## config.mk

```make
export PLATFORM = sky130hd
export DESIGN_NAME = if_stage
export DESIGN_NICKNAME = d
export VERILOG_FILES = /design/src/rtl/if_stage.sv
export SDC_FILE = /design/constraint.sdc
export NUM_CORES = 1
export LEC_CHECK = 0
export BUFFER_PORTS_ARGS = -buffer_cell sky130_fd_sc_hd__buf_2
export CAP_MARGIN = 0
export CORE_MARGIN = 4
export CORE_UTILIZATION = 61
export DETAILED_ROUTE_END_ITERATION = 8
export GPL_TIMING_DRIVEN = 0
export PLACE_DENSITY = 0.92
export SYNTH_ARGS = -nofsm -noshare
export SYNTH_HDL_FRONTEND = slang
export SYNTH_SLANG_ARGS = --single-unit
```

## constraint.sdc

```tcl
create_clock -name clk -period 14.08 [get_ports clk]
set_input_delay 2.816 -clock clk [delete_from_list [all_inputs] [get_ports clk]]
set_output_delay 2.816 -clock clk [all_outputs]
set_load 0.01 [all_outputs]
```

## src/rtl/if_stage.sv

```systemverilog
// Instruction fetch stage: drives a request/ack instruction memory and presents
// {pc, instruction} to IF_ID, handling stalls, redirects and stale responses.
module if_stage #(
  parameter int unsigned                WORD_BITWIDTH = 32,
  parameter logic [WORD_BITWIDTH-1:0]   RESET_PC      = {WORD_BITWIDTH{1'b0}},
  parameter logic [WORD_BITWIDTH-1:0]   NOP_INSTR     = 32'h00000013
) (
  input  logic                     clk,
  input  logic                     rst,
  input  logic                     hz_write,
  input  logic                     br_taken,
  input  logic [WORD_BITWIDTH-1:0] br_target,
  output logic                     imem_req,
  output logic [WORD_BITWIDTH-1:0] imem_addr,
  input  logic                     imem_ack,
  input  logic [WORD_BITWIDTH-1:0] imem_rdata,
  output logic [WORD_BITWIDTH-1:0] pc,
  output logic [WORD_BITWIDTH-1:0] instruction
);

  typedef enum logic [1:0] {
    IDLE  = 2'd0,
    FETCH = 2'd1,
    HOLD  = 2'd2,
    FLUSH = 2'd3
  } state_t;

  state_t                   r_state,     w_state_nxt;
  logic [WORD_BITWIDTH-1:0] r_fetch_pc,  w_fetch_pc_nxt;
  logic [WORD_BITWIDTH-1:0] r_imem_addr, w_imem_addr_nxt;
  logic [WORD_BITWIDTH-1:0] r_buf_instr, w_buf_instr_nxt;
  logic [WORD_BITWIDTH-1:0] r_pc,        w_pc_nxt;
  logic [WORD_BITWIDTH-1:0] r_instr,     w_instr_nxt;
  logic                     r_imem_req,  w_imem_req_nxt;

  logic [WORD_BITWIDTH-1:0] w_pc_inc;
  logic [WORD_BITWIDTH-1:0] w_target;

  // Increment wraps naturally at the word width; redirects are word aligned.
  assign w_pc_inc = r_fetch_pc + {{(WORD_BITWIDTH-3){1'b0}}, 3'd4};
  assign w_target = {br_target[WORD_BITWIDTH-1:2], 2'b00};

  // Next-state and next-output decode.
  always_comb begin
    w_state_nxt     = r_state;
    w_fetch_pc_nxt  = r_fetch_pc;
    w_imem_addr_nxt = r_imem_addr;
    w_buf_instr_nxt = r_buf_instr;
    w_pc_nxt        = r_pc;
    w_instr_nxt     = r_instr;
    case (r_state)
      IDLE: begin
        w_state_nxt     = FETCH;
        w_imem_addr_nxt = r_fetch_pc;
      end
      FETCH: begin
        if (br_taken) begin
          w_fetch_pc_nxt = w_target;
          w_instr_nxt    = NOP_INSTR;
          w_pc_nxt       = w_target;
          if (imem_ack) begin
            w_imem_addr_nxt = w_target;
          end else begin
            // Outstanding request must still be drained before re-targeting.
            w_state_nxt = FLUSH;
          end
        end else if (imem_ack) begin
          if (!hz_write) begin
            w_pc_nxt        = r_fetch_pc;
            w_instr_nxt     = imem_rdata;
            w_fetch_pc_nxt  = w_pc_inc;
            w_imem_addr_nxt = w_pc_inc;
          end else begin
            w_buf_instr_nxt = imem_rdata;
            w_state_nxt     = HOLD;
          end
        end else begin
          if (!hz_write) begin
            w_instr_nxt = NOP_INSTR;
            w_pc_nxt    = r_fetch_pc;
          end else begin
            w_instr_nxt = r_instr;
          end
        end
      end
      HOLD: begin
        if (br_taken) begin
          w_fetch_pc_nxt  = w_target;
          w_imem_addr_nxt = w_target;
          w_instr_nxt     = NOP_INSTR;
          w_pc_nxt        = w_target;
          w_state_nxt     = FETCH;
        end else if (!hz_write) begin
          w_pc_nxt        = r_fetch_pc;
          w_instr_nxt     = r_buf_instr;
          w_fetch_pc_nxt  = w_pc_inc;
          w_imem_addr_nxt = w_pc_inc;
          w_state_nxt     = FETCH;
        end else begin
          w_state_nxt = HOLD;
        end
      end
      FLUSH: begin
        if (!hz_write) begin
          w_instr_nxt = NOP_INSTR;
          w_pc_nxt    = r_fetch_pc;
        end else begin
          w_instr_nxt = r_instr;
        end
        if (imem_ack) begin
          // Stale response is dropped; a same-cycle redirect wins the new address.
          w_fetch_pc_nxt  = br_taken ? w_target : r_fetch_pc;
          w_imem_addr_nxt = br_taken ? w_target : r_fetch_pc;
          w_state_nxt     = FETCH;
        end else if (br_taken) begin
          w_fetch_pc_nxt = w_target;
        end else begin
          w_state_nxt = FLUSH;
        end
      end
      default: begin
        w_state_nxt = IDLE;
      end
    endcase
    w_imem_req_nxt = (w_state_nxt == FETCH) || (w_state_nxt == FLUSH);
  end

  // State and output registers with asynchronous reset.
  always_ff @(posedge clk or posedge rst) begin
    if (rst) begin
      r_state     <= IDLE;
      r_fetch_pc  <= RESET_PC;
      r_imem_addr <= RESET_PC;
      r_buf_instr <= {WORD_BITWIDTH{1'b0}};
      r_pc        <= RESET_PC;
      r_instr     <= NOP_INSTR;
      r_imem_req  <= 1'b0;
    end else begin
      r_state     <= w_state_nxt;
      r_fetch_pc  <= w_fetch_pc_nxt;
      r_imem_addr <= w_imem_addr_nxt;
      r_buf_instr <= w_buf_instr_nxt;
      r_pc        <= w_pc_nxt;
      r_instr     <= w_instr_nxt;
      r_imem_req  <= w_imem_req_nxt;
    end
  end

  assign imem_req    = r_imem_req;
  assign imem_addr   = r_imem_addr;
  assign pc          = r_pc;
  assign instruction = r_instr;

endmodule

```

==> results of run 1 <==
## state kept, by name, indices dropped and copies added, names as in the netlist
name / cells
r_buf_instr: 32
r_fetch_pc: 32
r_state: 2
instruction: 32
imem_addr: 32
pc: 32
## cell usage after synthesis, types with 7 or more instances
library cell and instances:
a211oi_1 8, a21oi_1 57, a222oi_1 30, a22oi_1 35
a31oi_1 11, and3_1 10, buf_2 20, clkbuf_1 69
dfrtp_1 159, inv_1 48, mux2_2 35, nand2_1 50
nand2b_1 11, nand3_1 17, nand4_1 25, nor2_1 57
nor2b_1 7, nor3_1 22, nor4_1 12, o211ai_1 8
o21ai_0 45, o2bb2ai_1 31, o31ai_1 7, o41ai_1 9
or3_1 9, or4_1 7
## layout by cell type, fill, tap and decap left out, drive strengths merged, types with 8 or more instances in the layout
| cell | netlist | routed |
|---|---|---|
| o2bb2ai | 31 | 31 |
| o21ai | 47 | 47 |
| nor2 | 57 | 57 |
| nand3 | 17 | 17 |
| nor4 | 12 | 12 |
| a222oi | 30 | 30 |
| nor3 | 22 | 22 |
| inv | 48 | 56 |
| dfrtp | 159 | 159 |
| or3 | 11 | 11 |
| nand2b | 11 | 11 |
| o211ai | 8 | 8 |
| mux2 | 35 | 35 |
| clkbuf | 69 | 87 |
| nand2 | 52 | 52 |
| a211oi | 8 | 8 |
| o41ai | 9 | 9 |
| a31oi | 11 | 11 |
| a22oi | 35 | 35 |
| and3 | 11 | 11 |
| buf | 27 | 188 |
| nand4 | 25 | 25 |
| a21oi | 57 | 57 |
## worst max-delay path by stage
stage             start        endpoint  slack, ps  cells after the start
6_report       br_taken   imem_addr[21]       8600                      8
5_1_grt        br_taken   imem_addr[21]       8760                      8
4_1_cts        br_taken   imem_addr[21]       8960                      8
3_5_place_dp   br_taken   imem_addr[21]       8520                      8
3_3_place_gp        rst  r_fetch_pc[30]       5110                      2
2_1_floorplan       rst    imem_addr[0]       6890                      1
## metal layers
layer | wire, microns | track usage, %
met5 | 13 | 0
met4 | 2980 | 26.7
met3 | 5490 | 13.9
met2 | 15600 | 65.4
met1 | 12400 | 55.0
## power by group through the flow
stage          Clock [uW]  Combinational (uW)  Sequential [uW]
3_5_place_dp            0                1330              822
3_3_place_gp            0                1300              812
5_1_grt               488                1490              846
2_1_floorplan           0                 792              845
6_report              475                1430              833
4_1_cts               467                1350              821
## cells by family (layout without fill, tap and decap cells)
family          count (synthesis)  in the layout
simple gates                  248            248
flops                         162            162
mux                            39             39
compound gates                327            327
xor+xnor                        3              3
buf+inv                       144            337
fa+ha+maj                       5              5
## stage by stage
stage                     hold WS, ps  utilization (%)
after floorplan                   478                -
after global placement            463             70.2
after detailed placement          468             70.5
after CTS                         489             74.6
after global routing              501             74.6
final                             488             74.6
## cell type report
cell class	count	area, sq um	area share (%)
Multi-Input combinational cell	622	4200	40.1
Sequential cell	162	4060	38.7
Timing Repair Buffer	161	828	7.91
Clock buffer	18	439	4.19
Buffer	96	393	3.75
Tap cell	180	225	2.15
Inverter	48	188	1.79
Clock inverter	14	139	1.33
==> impl_metrics.env, run 1 <==
export IMPL_cpMostUsedCell="clkbuf_1"
export IMPL_post_cts_buffers=0
export IMPL_crit_chain="clkbuf_1, nor2b_1, buf_2, a2bb2oi_2, clkbuf_1, clkbuf_1, o21ai_0, a21oi_1"
export IMPL_async_flop_share_pct=100
export IMPL_synth_area_per_cell_sq_um=9.52
export IMPL_place_inst=1269
export IMPL_layout_min_cycle_time_ps=5480
export IMPL_cp_data_arrival_time_ps=5850
export IMPL_fillerInstances=941
export IMPL_p_sw_share_pct=48.6
export IMPL_post_cts_resized=0
export IMPL_track_usage_pct=43.6
export IMPL_firstDrtPassIters=9
export IMPL_rr_endpoint="imem_addr[21]"
export IMPL_synth_top_family_by_area="compound AO/OA/AOI/OAI gates"
export IMPL_rsz0062_at_grt="false"
export IMPL_ir_worst_vdd_uv=158
export IMPL_synthSimpleGateAreaFrac_pct=14.4
export IMPL_crit_buf_inv=4
export IMPL_globalplace_congestion=1.03
export IMPL_path_max_fanout=10
export IMPL_synth_adder_area_share_pct=0.708
export IMPL_maxCapViolations=0
export IMPL_power_leakage_uw=0.00463
export IMPL_ys_seq_area_share_pct=45.9
export IMPL_hold_depth=1
export IMPL_vias_per_cell=7.52
export IMPL_final_area_sq_um=10500
export IMPL_rows=43
export IMPL_finalPower_uw=2740
export IMPL_area_growth_pct=18.6
export IMPL_final_setup_worst_slack_ps=8600
export IMPL_start_util_pct=62.9
export IMPL_ys_seq_elements=162
export IMPL_final_hold_viol_count=0
export IMPL_grt_max_degree=120
export IMPL_synth_fp_nets=1002
export IMPL_worstMarginPinSlew_ps=1020
export IMPL_status="finished with violations"
export IMPL_hold_buffers=0
export IMPL_yosysTopAreaCell="dfrtp_1"
export IMPL_antenna_found_initial=2
export IMPL_ant_nets=0
export IMPL_crit_family="buffers and inverters"
export IMPL_finalClockSkew_ps=16.4
export IMPL_setup_worst_path_start_class="primary input"
export IMPL_power_density_nw_per_um2=261
export IMPL_cts_max_path_buffers=2
export IMPL_netlist_area_sq_um=8830
export IMPL_maxSlewViolCount=0
export IMPL_cp_slowest_cell="clkbuf_1"
export IMPL_crit_path_end_kind="flip-flop"
export IMPL_dp_hpwl_microns=24000
export IMPL_vias=9783
export IMPL_clkPwrFrac_pct=17.4
export IMPL_diodes=0
export IMPL_fin_nets=1182
export IMPL_numPortBuffers=160
export IMPL_core_area_sq_um=14000
export IMPL_max_slew_margin_pct=31.7
export IMPL_violations="DRC"
export IMPL_instances_no_fill=1301
export IMPL_min_to="instruction[9]"
export IMPL_totalWireLength_microns=36500
export IMPL_dpl_cell_area_sq_um=9900
export IMPL_max_freq_mhz=182
export IMPL_synth_main_ff_cell="dfrtp_1"
export IMPL_yosys_warnings=0
export IMPL_cts_tree="done"
export IMPL_r2r_start="r_state[0]"
export IMPL_cts_buffers=17
export IMPL_grt_pass1_vias=9334
export IMPL_synth_compound_area_share_pct=27.2
export IMPL_worstSkewPairLatency_ps=450
export IMPL_dieArea_sq_um=16500
export IMPL_drive_gt1_share_pct=23.8
export IMPL_period_share_pct=38.9
export IMPL_grt_pass1_wl_microns=54100
export IMPL_sequentialPowerShare_pct=30.4
export IMPL_cts_htree_levels=4
export IMPL_synth_xor_area_share_pct=0.297
export IMPL_synthCells=928
export IMPL_first_iter_violations=2179
export IMPL_internal_power_uw=1410
export IMPL_synth_area_leaders="dfrtp_1 (45%), mux2_2 (4.5%), a222oi_1 (3.4%)"
export IMPL_synthMuxAreaShare_pct=4.91
export IMPL_die_h_microns=128
export IMPL_clock_sinks=162
export IMPL_worstSetupPathType="primary input to flip-flop"
export IMPL_worstHoldStart="instruction[9]"
export IMPL_hold_path_class="flip-flop to flip-flop"
export IMPL_p_sw_uw=1330
export IMPL_setup_tns_final_ps=0
export IMPL_clk_pin_slew_ps=70
export IMPL_drcViolationCount=1
export IMPL_finalSetupViolCount=0
export IMPL_rr_worst_depth=9
export IMPL_die_w_microns=128
export IMPL_grt_overflow_total=0
export IMPL_crit_required_ps=14440
export IMPL_regToRegSetupSlack_ps=10300
export IMPL_wl_per_cell_microns=28.0
export IMPL_max_stage_delay_ps=750
export IMPL_pin_count=166
export IMPL_pre_cts_ws_ps=8520
export IMPL_synth_edf_count=0
export IMPL_cts_root_buffer="clkbuf_16"
export IMPL_combPwrFrac_pct=52.2
export IMPL_yosysUniqueCellTypes=66
export IMPL_synth_top_area_share_pct=45.0
Power figures use the tool's default switching activity.
==> run 2, diff against run 1 <==
--- a/config.mk
+++ b/config.mk
@@ -5,13 +5,14 @@
 export SDC_FILE = /design/constraint.sdc
 export NUM_CORES = 1
 export LEC_CHECK = 0
+export ABC_AREA = 1
 export BUFFER_PORTS_ARGS = -buffer_cell sky130_fd_sc_hd__buf_2
 export CAP_MARGIN = 0
 export CORE_MARGIN = 4
-export CORE_UTILIZATION = 61
+export CORE_UTILIZATION = 51
 export DETAILED_ROUTE_END_ITERATION = 8
 export GPL_TIMING_DRIVEN = 0
-export PLACE_DENSITY = 0.92
+export PLACE_DENSITY = 0.82
 export SYNTH_ARGS = -nofsm -noshare
 export SYNTH_HDL_FRONTEND = slang
 export SYNTH_SLANG_ARGS = --single-unit
==> constraint.sdc (replaced) <==
create_clock -name clk -period 4.4 [get_ports clk]
set_input_delay 0.88 -clock clk [delete_from_list [all_inputs] [get_ports clk]]
set_output_delay 0.88 -clock clk [all_outputs]
set_load 0.01 [all_outputs]
==> impl_metrics.env, run 2 <==
export IMPL_hold_path_class="primary input to asynchronous set/reset pin"
export IMPL_layout_min_cycle_time_ps=2430
export IMPL_clkPwrFrac_pct=18.5
export IMPL_dieArea_sq_um=20300
export IMPL_synth_area_leaders="dfrtp_1 (43%), nand2_1 (15%), nand3_1 (6.2%)"
export IMPL_cp_data_arrival_time_ps=2750
export IMPL_vias=9678
export IMPL_core_area_sq_um=17500
export IMPL_track_usage_pct=30.1
export IMPL_area_growth_pct=19.5
export IMPL_finalPower_uw=8520
export IMPL_globalplace_congestion=0.986
export IMPL_cts_root_buffer="clkbuf_16"
export IMPL_internal_power_uw=4450
export IMPL_combPwrFrac_pct=49.5
export IMPL_status="finished clean"
export IMPL_crit_chain="inv_1, ha_1, clkbuf_1, clkbuf_1, clkbuf_1, a21oi_1, o21ai_1, nand2_1"
export IMPL_setup_tns_final_ps=0
export IMPL_synth_edf_count=0
export IMPL_finalClockSkew_ps=14.3
export IMPL_yosysUniqueCellTypes=37
export IMPL_period_share_pct=55.2
export IMPL_yosysTopAreaCell="dfrtp_1"
export IMPL_hold_buffers=0
export IMPL_maxSlewViolCount=0
export IMPL_max_slew_margin_pct=50.9
export IMPL_post_cts_resized=0
export IMPL_setup_worst_path_start_class="flip-flop"
export IMPL_rows=48
export IMPL_r2r_start="r_state[1]"
export IMPL_post_cts_buffers=0
export IMPL_die_h_microns=143
export IMPL_worstSkewPairLatency_ps=440
export IMPL_finalSetupViolCount=0
export IMPL_synth_fp_nets=1353
export IMPL_maxCapViolations=0
export IMPL_yosys_warnings=0
export IMPL_worstSetupPathType="flip-flop to flip-flop"
export IMPL_cp_slowest_cell="clkbuf_1"
export IMPL_yosysMostFrequentCell="nand2_1"
export IMPL_synthCells=1279
export IMPL_p_sw_uw=4070
export IMPL_ir_worst_vdd_uv=428
export IMPL_ant_nets=0
export IMPL_final_hold_viol_count=0
export IMPL_die_w_microns=143
export IMPL_async_flop_share_pct=100
export IMPL_hold_ws_ps=369
export IMPL_grt_max_degree=43
export IMPL_yosys_top_cells_count="nand2_1 (374), dfrtp_1 (159), nor2_1 (133)"
export IMPL_pin_count=166
export IMPL_rr_endpoint="imem_addr[3]"
export IMPL_dp_hpwl_microns=21900
export IMPL_cpMostUsedCell="clkbuf_1"
export IMPL_vias_per_cell=5.68
export IMPL_final_common_cell="nand2_1"
export IMPL_numPortBuffers=162
export IMPL_regToRegSetupSlack_ps=1970
export IMPL_netlist_area_sq_um=9230
export IMPL_ys_seq_elements=162
export IMPL_cts_tree="done"
export IMPL_fin_nets=1538
export IMPL_sequentialPowerShare_pct=32.0
export IMPL_mostFrequentLayoutCells="nand2_1 (374), buf_2 (183), dfrtp_1 (159)"
export IMPL_cts_htree_levels=4
export IMPL_wl_per_cell_microns=17.7
export IMPL_clk_pin_slew_ps=70
export IMPL_rr_worst_depth=8
export IMPL_synth_main_ff_cell="dfrtp_1"
export IMPL_grt_overflow_total=0
export IMPL_clock_sinks=162
export IMPL_power_density_nw_per_um2=772
export IMPL_max_freq_mhz=412
export IMPL_ys_seq_area_share_pct=44.0
export IMPL_drive_gt1_share_pct=17.5
export IMPL_p_sw_share_pct=47.7
export IMPL_cts_buffers=17
export IMPL_firstDrtPassIters=6
export IMPL_crit_required_ps=4720
export IMPL_rsz0062_at_grt="false"
export IMPL_first_iter_violations=994
export IMPL_fin_util_pct=62.9
export IMPL_grt_pass1_vias=9380
export IMPL_antenna_found_initial=0
export IMPL_worstMarginPinSlew_ps=736
export IMPL_start_util_pct=52.6
export IMPL_synth_area_per_cell_sq_um=7.21
export IMPL_crit_path_end_kind="flip-flop"
export IMPL_drcViolationCount=0
export IMPL_synth_top_area_share_pct=43.1
export IMPL_power_leakage_uw=0.00554
export IMPL_cts_max_path_buffers=2
export IMPL_max_stage_delay_ps=560
export IMPL_grt_pass1_wl_microns=48500
export IMPL_totalWireLength_microns=30200
export IMPL_path_max_fanout=10
run 2: cell families after synthesis:
| group | after synthesis | share of synthesized area [%] |
|---|---|---|
| simple gates | 641 | 28.4 |
| compound gates | 259 | 17.4 |
| buf+inv | 208 | 9.07 |
| flops | 162 | 44.0 |
| fa+ha+maj | 5 | 0.678 |
| mux | 4 | 0.488 |
run 2: cell type report:
cell class / instances / area [sq um]
clock inverters: 14 / 194
fillers: 1576 / 6510
flip-flops and latches: 162 / 4060
well taps: 225 / 282
diodes: 1 / 2.50
repair buffers: 166 / 891
plain buffers: 77 / 345
multi-input cells: 909 / 4330
inverters: 131 / 495
clock buffers: 18 / 429
run 2: worst max path at each step:
stage / startpoint / end
floorplan: rst / imem_addr[0]
global placement: rst / pc[10]
detailed placement: br_taken / imem_addr[4]
CTS: r_state[1] / imem_addr[3]
global route: r_state[1] / imem_addr[3]
finish: r_state[1] / imem_addr[3]
run 2: stage by stage:
step	cells	worst slack (ps)	cell area, sq um
after floorplan	1279	1470	9230
after global placement	1666	437	10300
after detailed placement	1670	1930	10400
after CTS	1702	2070	11000
after global routing	1702	1870	11000
final	1703	1970	11000
run 2: power groups by stage:
| stage | sequential, uW | clock [uW] | combinational [uW] |
|---|---|---|---|
| final | 2720 | 1580 | 4220 |
| after floorplan | 2790 | 0 | 2600 |
| after CTS | 2700 | 1580 | 4160 |
| after detailed placement | 2720 | 0 | 4130 |
| after global routing | 2810 | 1650 | 4680 |
| after global placement | 2700 | 0 | 4030 |
run 2: worst max-delay path: cells and delay by family, from the launching register on:
kind | cells | cell delay (ps)
fa+ha+maj | 1 | 150
compound gates | 2 | 280
flops | 1 | 420
buf+inv | 4 | 1390
simple gates | 1 | 70
run 2: metal layers:
| layer | up-vias | GRT usage [%] | part of all wire (%) | wire length, microns |
|---|---|---|---|---|
| met2 | 595 | 47.5 | 46 | 13800 |
| met5 | - | 0 | 0 | 0 |
| met4 | 0 | 11.5 | 3.0 | 899 |
| li1 | 4550 | - | - | - |
| met3 | 85 | 5.71 | 10 | 3160 |
| met1 | 4448 | 41.3 | 41 | 12400 |
